**src/rtl/hex_rx_decoder_pkg.sv**
```systemverilog
// hex_defs: shared definitions for the ASCII-hex receive decoder.
// Holds the separator character codes, the two-state decoder encoding
// and a helper that recognises separator characters.
package hex_defs;

  // Separator characters that delimit hex values in the input stream
  localparam logic [7:0] CH_SPACE = 8'h20;
  localparam logic [7:0] CH_CR    = 8'h0D;
  localparam logic [7:0] CH_LF    = 8'h0A;
  localparam logic [7:0] CH_COMMA = 8'h2C;

  // Decoder state: WAIT_LO means a high nibble is held
  typedef enum logic {
    WAIT_HI = 1'b0,
    WAIT_LO = 1'b1
  } state_t;

  // True when the character is one of the separators above
  function automatic logic is_sep_char(input logic [7:0] c);
    logic r;
    case (c)
      CH_SPACE, CH_CR, CH_LF, CH_COMMA: r = 1'b1;
      default:                          r = 1'b0;
    endcase
    return r;
  endfunction

endpackage

```
**src/rtl/hex_rx_decoder_ascii_to_nibble.sv**
```systemverilog
// ascii_to_nibble: combinational classifier for one ASCII character.
// Inverse of the nibble-to-ASCII converter; accepts both letter cases.
// Ports:
//   in[7:0]     ASCII character
//   is_digit    1 for '0'-'9', 'A'-'F', 'a'-'f'
//   is_sep      1 for space, CR, LF, comma
//   nibble[3:0] digit value (0 when not a digit)
module ascii_to_nibble
  import hex_defs::*;
(
  input  logic [7:0] in,
  output logic       is_digit,
  output logic       is_sep,
  output logic [3:0] nibble
);

  // Classify the character and derive its hex value
  always_comb begin
    is_digit = 1'b0;
    is_sep   = 1'b0;
    nibble   = 4'h0;
    if ((in >= 8'h30) && (in <= 8'h39)) begin
      is_digit = 1'b1;
      nibble   = in[3:0];
    end else if (((in >= 8'h41) && (in <= 8'h46)) ||
                 ((in >= 8'h61) && (in <= 8'h66))) begin
      // Letters A-F / a-f have low nibble 1..6; adding 9 gives 10..15
      is_digit = 1'b1;
      nibble   = in[3:0] + 4'h9;
    end else if (is_sep_char(in)) begin
      is_sep = 1'b1;
    end else begin
      is_sep = 1'b0;
    end
  end

endmodule

```
**src/rtl/hex_rx_decoder.sv**
```systemverilog
// hex_rx_decoder: turns a stream of ASCII hex characters into bytes.
// Two digits form a byte {hi,lo}; a lone digit followed by a separator
// forms {4'h0,hi}. Completed bytes sit in a one-entry holding register.
// Ports:
//   clk, resetn   clock and asynchronous active-low reset
//   rx_valid      one-cycle pulse, rx_data holds a character
//   rx_data[7:0]  received ASCII character
//   byte_ready    consumer accepts the held byte
//   byte_valid    holding register full
//   byte_data     decoded byte
//   hi_pending    high nibble stored, waiting for the second digit
//   err_char      one-cycle pulse on an illegal character
//   err_overrun   one-cycle pulse when a completed byte is dropped
module hex_rx_decoder
  import hex_defs::*;
(
  input  logic       clk,
  input  logic       resetn,
  input  logic       rx_valid,
  input  logic [7:0] rx_data,
  input  logic       byte_ready,
  output logic       byte_valid,
  output logic [7:0] byte_data,
  output logic       hi_pending,
  output logic       err_char,
  output logic       err_overrun
);

  state_t     state_r, state_s;
  logic [3:0] hi_r, hi_s;
  logic       byte_valid_r, byte_valid_s;
  logic [7:0] byte_data_r, byte_data_s;
  logic       err_char_r, err_char_s;
  logic       err_overrun_r, err_overrun_s;

  logic       is_digit_s;
  logic       is_sep_s;
  logic [3:0] nibble_s;
  logic       complete_s;
  logic [7:0] new_byte_s;
  logic       accept_s;

  ascii_to_nibble u_cls (
    .in       (rx_data),
    .is_digit (is_digit_s),
    .is_sep   (is_sep_s),
    .nibble   (nibble_s)
  );

  // Next-state logic: decoder FSM, byte completion and holding register
  always_comb begin
    state_s       = state_r;
    hi_s          = hi_r;
    complete_s    = 1'b0;
    new_byte_s    = 8'h00;
    err_char_s    = 1'b0;
    err_overrun_s = 1'b0;
    byte_valid_s  = byte_valid_r;
    byte_data_s   = byte_data_r;
    accept_s      = byte_valid_r & byte_ready;

    if (rx_valid) begin
      case (state_r)
        WAIT_HI: begin
          if (is_digit_s) begin
            hi_s    = nibble_s;
            state_s = WAIT_LO;
          end else if (is_sep_s) begin
            state_s = WAIT_HI;
          end else begin
            err_char_s = 1'b1;
            state_s    = WAIT_HI;
          end
        end
        WAIT_LO: begin
          state_s = WAIT_HI;
          if (is_digit_s) begin
            complete_s = 1'b1;
            new_byte_s = {hi_r, nibble_s};
          end else if (is_sep_s) begin
            complete_s = 1'b1;
            new_byte_s = {4'h0, hi_r};
          end else begin
            err_char_s = 1'b1;
            hi_s       = 4'h0;
          end
        end
        default: begin
          state_s = WAIT_HI;
          hi_s    = 4'h0;
        end
      endcase
    end else begin
      state_s = state_r;
    end

    // A slot is free if empty or being drained this cycle
    if (complete_s) begin
      if (!byte_valid_r || accept_s) begin
        byte_valid_s = 1'b1;
        byte_data_s  = new_byte_s;
      end else begin
        err_overrun_s = 1'b1;
      end
    end else if (accept_s) begin
      byte_valid_s = 1'b0;
    end else begin
      byte_valid_s = byte_valid_r;
    end
  end

  // State and output registers
  always_ff @(posedge clk or negedge resetn) begin
    if (!resetn) begin
      state_r       <= WAIT_HI;
      hi_r          <= 4'h0;
      byte_valid_r  <= 1'b0;
      byte_data_r   <= 8'h00;
      err_char_r    <= 1'b0;
      err_overrun_r <= 1'b0;
    end else begin
      state_r       <= state_s;
      hi_r          <= hi_s;
      byte_valid_r  <= byte_valid_s;
      byte_data_r   <= byte_data_s;
      err_char_r    <= err_char_s;
      err_overrun_r <= err_overrun_s;
    end
  end

  assign byte_valid  = byte_valid_r;
  assign byte_data   = byte_data_r;
  assign hi_pending  = (state_r == WAIT_LO);
  assign err_char    = err_char_r;
  assign err_overrun = err_overrun_r;

endmodule

```
**config.mk**
```make
export PLATFORM = sky130hd
export DESIGN_NAME = hex_rx_decoder
export DESIGN_NICKNAME = d
export VERILOG_FILES = /design/src/rtl/hex_rx_decoder_pkg.sv /design/src/rtl/hex_rx_decoder_ascii_to_nibble.sv /design/src/rtl/hex_rx_decoder.sv
export SDC_FILE = /design/constraint.sdc
export NUM_CORES = 1
export LEC_CHECK = 0
export CAP_MARGIN = 20
export CORE_ASPECT_RATIO = 1.1
export CORE_MARGIN = 2
export CORE_UTILIZATION = 35
export DETAILED_ROUTE_END_ITERATION = 12
export PLACE_DENSITY = 0.61
export RECOVER_POWER = 100
export SLEW_MARGIN = 25
export SYNTH_ARGS = -nofsm -noshare
export SYNTH_HDL_FRONTEND = slang
export SYNTH_HIERARCHICAL = 1
export SYNTH_SLANG_ARGS = --single-unit
```
**constraint.sdc**
```tcl
create_clock -name clk -period 1.5 [get_ports clk]
set_clock_uncertainty 0.05 [all_clocks]
set_input_delay 0.375 -clock clk [delete_from_list [all_inputs] [get_ports clk]]
set_output_delay 0.375 -clock clk [all_outputs]
set_load 0.01 [all_outputs]
```
Word level (Yosys, flattened, before mapping) --
Index checks and enable logic that the tools add are counted.
Storage, ports and cells: flip-flop bits (word level) 16, input bits 12
Operators by class: add/sub/neg operators 1, order comparisons 6, equality and inequality tests 8, multiplexer cells 32, bitwise gates (word level) 2, reductions and logical operators 11
Operator list (number):
- 4-bit two-way mux | 6
- 8-bit two-way mux | 3
- 1-bit two-way mux | 21
- 8-bit by 4-bit == test with 1-bit output (second input constant) | 2
- 8-bit by 6-bit == test with 1-bit output (second input constant) | 2
- 8-bit by 7-bit >= comparator with 1-bit output (second input constant) | 2
- 8-bit by 7-bit less-or-equal comparator with 1-bit output (second input constant) | 2
- 8-bit by 6-bit >= comparator with 1-bit output (second input constant) | 1
- 8-bit by 6-bit less-or-equal comparator with 1-bit output (second input constant) | 1
- 4-bit case mux with 2 select lines | 1
- 2-bit != test (second input constant) | 3
- 4-bit adder (second input constant) | 1
- 2-bit AND reduction | 2
- 4-bit AND reduction | 1
- 4-bit OR reduction | 1
- 1-bit logical AND | 3
- 1-bit logical OR | 2
- 2-bit by 1-bit != test with 1-bit output (second input constant) | 1
- 1-bit case mux with 2 select lines | 1
- 2-bit nonzero test | 1
- 1-bit AND | 1
- 1-bit zero test | 1
- 1-bit NOT | 1

Longest topological paths before layout --
depth in word-level cells 14, gate-level depth with buffers 9

Modules after synthesis --
Netlist, hierarchy kept.
By module, submodules not included:
- hex_rx_decoder | instances 1, cells an instance 66, area an instance 752.0 um^2
- ascii_to_nibble | instances 1, cells an instance 32, area an instance 256.5 um^2

Least setup slack after synthesis --
OpenSTA, ideal clock, no wires.
path type input port to flip-flop, from in rx_data[1], to reg byte_data_r[0], in the netlist byte_data[0], data arrival time 2.264 ns, path slack -0.939 ns, cell stages on the path 9, buffers on the path 1, cell sequence inv_1 -> ha_1 -> mux2i_1 -> o32ai_1 -> nor4b_1 -> o211ai_2 -> nor2b_2 -> buf_6 -> mux2_4
Between the ends: cells in the longest elaborated chain, start to end 13, elaborated cells on any way between the ends 34, those cells by class 6 x order compare; 4 x eq/ne; 18 x mux; 6 x reduce/logical
Ends and longest elaborated chain:
- start: declaration | RTL line hex_rx_decoder.sv:20 | input logic [7:0] rx_data,
- 8-bit by 6-bit == test with 1-bit output / 8-bit by 4-bit == test with 1-bit output (equally long branches) | RTL line hex_rx_decoder_pkg.sv:21 | case (c)
- 4-bit OR reduction | RTL line hex_rx_decoder_pkg.sv:21
- 1-bit two-way mux | RTL line hex_rx_decoder_pkg.sv:21
- 1-bit two-way mux | RTL line hex_rx_decoder_ascii_to_nibble.sv:25 | end else if (((in >= 8'h41) && (in <= 8'h46)) ||
- 1-bit two-way mux | RTL line hex_rx_decoder_ascii_to_nibble.sv:22 | if ((in >= 8'h30) && (in <= 8'h39)) begin
- 1-bit two-way mux | RTL line hex_rx_decoder_ascii_to_nibble.sv:30 | end else if (is_sep_char(in)) begin
- 1-bit two-way mux | RTL line hex_rx_decoder_ascii_to_nibble.sv:25
- 1-bit two-way mux (*) | RTL line hex_rx_decoder_ascii_to_nibble.sv:22
- named net is_sep_s | RTL line hex_rx_decoder.sv:37 | logic is_sep_s;
- 1-bit two-way mux | RTL line hex_rx_decoder.sv:80 | end else if (is_sep_s) begin
- 1-bit two-way mux | RTL line hex_rx_decoder.sv:77 | if (is_digit_s) begin
- 1-bit two-way mux | RTL line hex_rx_decoder.sv:63 | case (state_r)
- 1-bit two-way mux | RTL line hex_rx_decoder.sv:62 | if (rx_valid) begin
- 2-bit AND reduction (no source line)
- end signal: assignment | RTL line hex_rx_decoder.sv:125 | byte_data_r <= byte_data_s;
- end: declaration | RTL line hex_rx_decoder.sv:32 | logic [7:0] byte_data_r, byte_data_s;
The timed path passes the listed nets; every way through them passes the cells marked *. The select of a mux whose other input is x is not followed. A chain may end at the register's enable or synchronous reset.

Worst setup path in the final report --
from in rx_data[0], to reg byte_data_r[1], in the netlist byte_data[1]
The elaborated chain is that of the path after synthesis.

==> out/summary.txt <==
Critical path launch point type - input pin
EDFF count, synth - 0
Die X - 55.2 µm
Placer Congestion - 0.903
Via count - 975
Fin crit period - 2.07 ns
CP Class - input pin to flip-flop
Crit path DAT - 2.20 ns
Largest stage delay, worst path - 0.33 ns
Post-route setup slack - -0.565 ns
H-tree levels - 1
Placed wire-length estimate - 2110 µm
Residual DRC - 0
Hold buffer count at cts - 0
Die height - 60.3 µm
Synth cell types - 35
DIE AREA - 3330 µm²
Clk_lat worst skew - 0.29 ns
Switching share of power - 0.279
Comb pwr share - 0.247
Core Area - 2750 µm²
Clock share of power - 0.272
Top-Level Pins - 24
Leak Pwr - 0.828 nW
Element type at the critical path end - flip-flop
Slowest cell on crit path - nor4b_4
Final non-filler cell total - 189
Netlist Area Pre-Place - 1010 µm²
Layout cells sized above 1 - 0.500
Failing checks - negative setup slack
Fraction of registers with async set/reset - 1.00
Hold crit path type - flip-flop to flip-flop
DR WL/cell - 15.0 µm
Detailed-route wire length - 2830 µm
Slew @ Worst Pin - 0.840 ns
Largest net degree at the start of global routing - 17
Max cap viols - 0
IO buf count - 23
Clock root cell - clkbuf_4
First-pass GRT wire length - 4370 µm
Inst Count DP - 176
Final Max Tran Viols - 0
Setup TNS - -7.53 ns
Syn avg cell area - 10.3 µm²
Cell count after synthesis - 98
Int Power - 0.757 mW
Peak supply drop - 0.389 mV
Status - finished with violations
Vias per cell - 5.16
Total nets after synthesis - 114
Register bit count reported by yosys - 16
Clock sink count - 16
Fill count - 248
Endpoints failing hold - 0
ANT nets after route - 0
Placed Area - 1470 µm²
Sw power - 0.292 mW
CTS tree - yes
Reg power frac - 0.481
Area growth syn-to-layout - 64.6%
Top_reg_cell synth - dfrtp_1
Detailed Route Iter0 Violations - 8
Ant diodes - 0
Design area - 1660 µm²
Power per cell area - 632 nW/µm²
Site Rows - 20
CTS Buf Count - 3
Seq/Total Area, Yosys - 0.397
Worst Hold Slack - 0.466 ns
Max clock buf depth - 2
Unrepaired setup endpoints after global routing - yes
CP Cell Sequence - buf_4 -> inv_2 -> ha_1 -> mux2i_1 -> o32ai_2 -> nor4b_4 -> o211ai_4 -> nor2b_2 -> buf_6 -> mux2_4
Tcrit/Tclk final - 1.38
Total gr overflow - 0
CP required - 1.63 ns
Number of global-route vias before repair - 996
Initial Utilization - 0.366
Slew margin rel. - 0.440
Synth Warn # - 6
Clk pin slew, worst setup/hold paths - 0.09 ns
Fmax - 484 MHz
Crit Path Max Fanout - 5
Setup violation total in the final timing report - 16
Initial antenna violation count - 0
Total track usage - 0.187
Post-layout net count - 173
Drt pass-1 iters - 4
==> placed cells by master, fill, tap and decap left out, types with 2 or more instances in the layout <==
cell type,instances
o22ai_2,2
dfrtp_1,16
buf_2,3
mux2_4,8
o22ai_1,2
nand2b_1,2
a21oi_1,4
buf_6,10
clkdlybuf4s50_1,2
inv_1,4
o21ai_1,4
clkbuf_4,3
dlygate4sd2_1,13
ha_4,2
buf_4,27
inv_2,3
nor2b_1,2
nand2_1,14
and3_2,3
ha_1,2
==> worst paths after layout <==
| check | startpoint | endpoint | slack [ns] | cells after the start |
|---|---|---|---|---|
| setup / recovery | rx_data[0] | byte_data[1]$_DFFE_PN0P_ | -0.57 | 10 |
| hold / removal | byte_data[5]$_DFFE_PN0P_ | byte_data[5]$_DFFE_PN0P_ | 0.47 | 1 |
| setup reg to reg | hi_pending$_DFFE_PN0P_ | hi_r[0]$_DFFE_PN0P_ | 0.13 | 5 |
| hold reg to reg | byte_data[5]$_DFFE_PN0P_ | byte_data[5]$_DFFE_PN0P_ | 0.47 | 1 |
| max in group asynchronous | resetn | hi_r[0]$_DFFE_PN0P_ | 0.25 | 2 |
| min in group asynchronous | resetn | byte_data[6]$_DFFE_PN0P_ | 0.64 | 2 |
==> synth_stat cells (2+ instances only) <==
| cell type | instances | area, µm² |
|---|---|---|
| o22ai_1 | 4 | 25.0 |
| inv_1 | 7 | 26.3 |
| o21ai_1 | 3 | 15.0 |
| o32ai_1 | 2 | 17.5 |
| a21oi_1 | 5 | 25.0 |
| ha_1 | 4 | 50.1 |
| and3_2 | 3 | 22.5 |
| buf_6 | 2 | 22.5 |
| nand2_1 | 15 | 56.3 |
| nand2b_1 | 3 | 18.8 |
| o21ai_0 | 2 | 10.0 |
| dfrtp_1 | 16 | 400 |
| nor2b_1 | 2 | 12.5 |
| mux2_4 | 8 | 120 |
| buf_2 | 2 | 10.0 |
==> flip-flops by register name (all words and copies together) (netlist names) <==
signal,cells
err_char,1
hi_r,4
byte_data,8
byte_valid,1
hi_pending,1
err_overrun,1
==> final cells by class <==
cell class                      instances  area, µm²  area share
Multi-Input combinational cell         71        667       0.402
Timing Repair Buffer                   58        489       0.295
Sequential cell                        16        400       0.241
Tap cell                               33       41.3      0.0249
Clock buffer                            4       36.3      0.0219
Inverter                                7       26.3      0.0158
==> worst max-delay path, delay by kind of cell <==
kind / cells / cell delay (ns)
simple gates: 2 / 0.50
fa+ha+maj: 1 / 0.16
buf+inv: 3 / 0.37
compound gates: 2 / 0.41
mux: 2 / 0.38
==> cells by family (layout without fill, tap and decap cells) <==
logic type                 Yosys count  in the layout  share of synthesized area
AOI/OAI and AO/OA                   23             23                      0.160
and+or+nand+nor                     34             34                      0.197
buffers and inverters               11             69                     0.0583
muxes                                9              9                      0.129
xor gates and xnor gates             1              1                    0.00869
adders and majority gates            4              4                     0.0496
DFF                                 16             16                      0.397
==> routing by layer <==
layer  GRT usage  up-vias  share of wire
li1            -      465              -
met1       0.182      462           0.38
met2       0.362       39           0.54
met3      0.0225        9          0.043
met4       0.108        0          0.038
met5           0        -              0
==> power by group through the flow <==
| stage | combinational (mW) | sequential (mW) | clock (mW) |
|---|---|---|---|
| 2_1_floorplan | 0.101 | 0.500 | 0 |
| 3_3_place_gp | 0.210 | 0.508 | 0 |
| 3_5_place_dp | 0.216 | 0.509 | 0 |
| 4_1_cts | 0.236 | 0.501 | 0.288 |
| 5_1_grt | 0.285 | 0.509 | 0.304 |
| 6_report | 0.259 | 0.504 | 0.285 |
==> what timing repair did <==
action                     4_1_cts  5_1_grt
setup endpoints to repair       28       16
setup buffers                    9        1
resized for setup               60       10
pin swaps                       15        6
cloned                           1        0
==> stage by stage <==
step | total power [mW] | util | setup WS (ns)
global route | 1.10 | 0.603 | -0.640
floorplan | 0.601 | - | -0.715
detailed placement | 0.725 | 0.533 | -1.27
CTS | 1.02 | 0.580 | -0.590
finish | 1.05 | 0.603 | -0.565
global placement | 0.718 | 0.533 | -1.20
(Power assumes the default switching activity.)
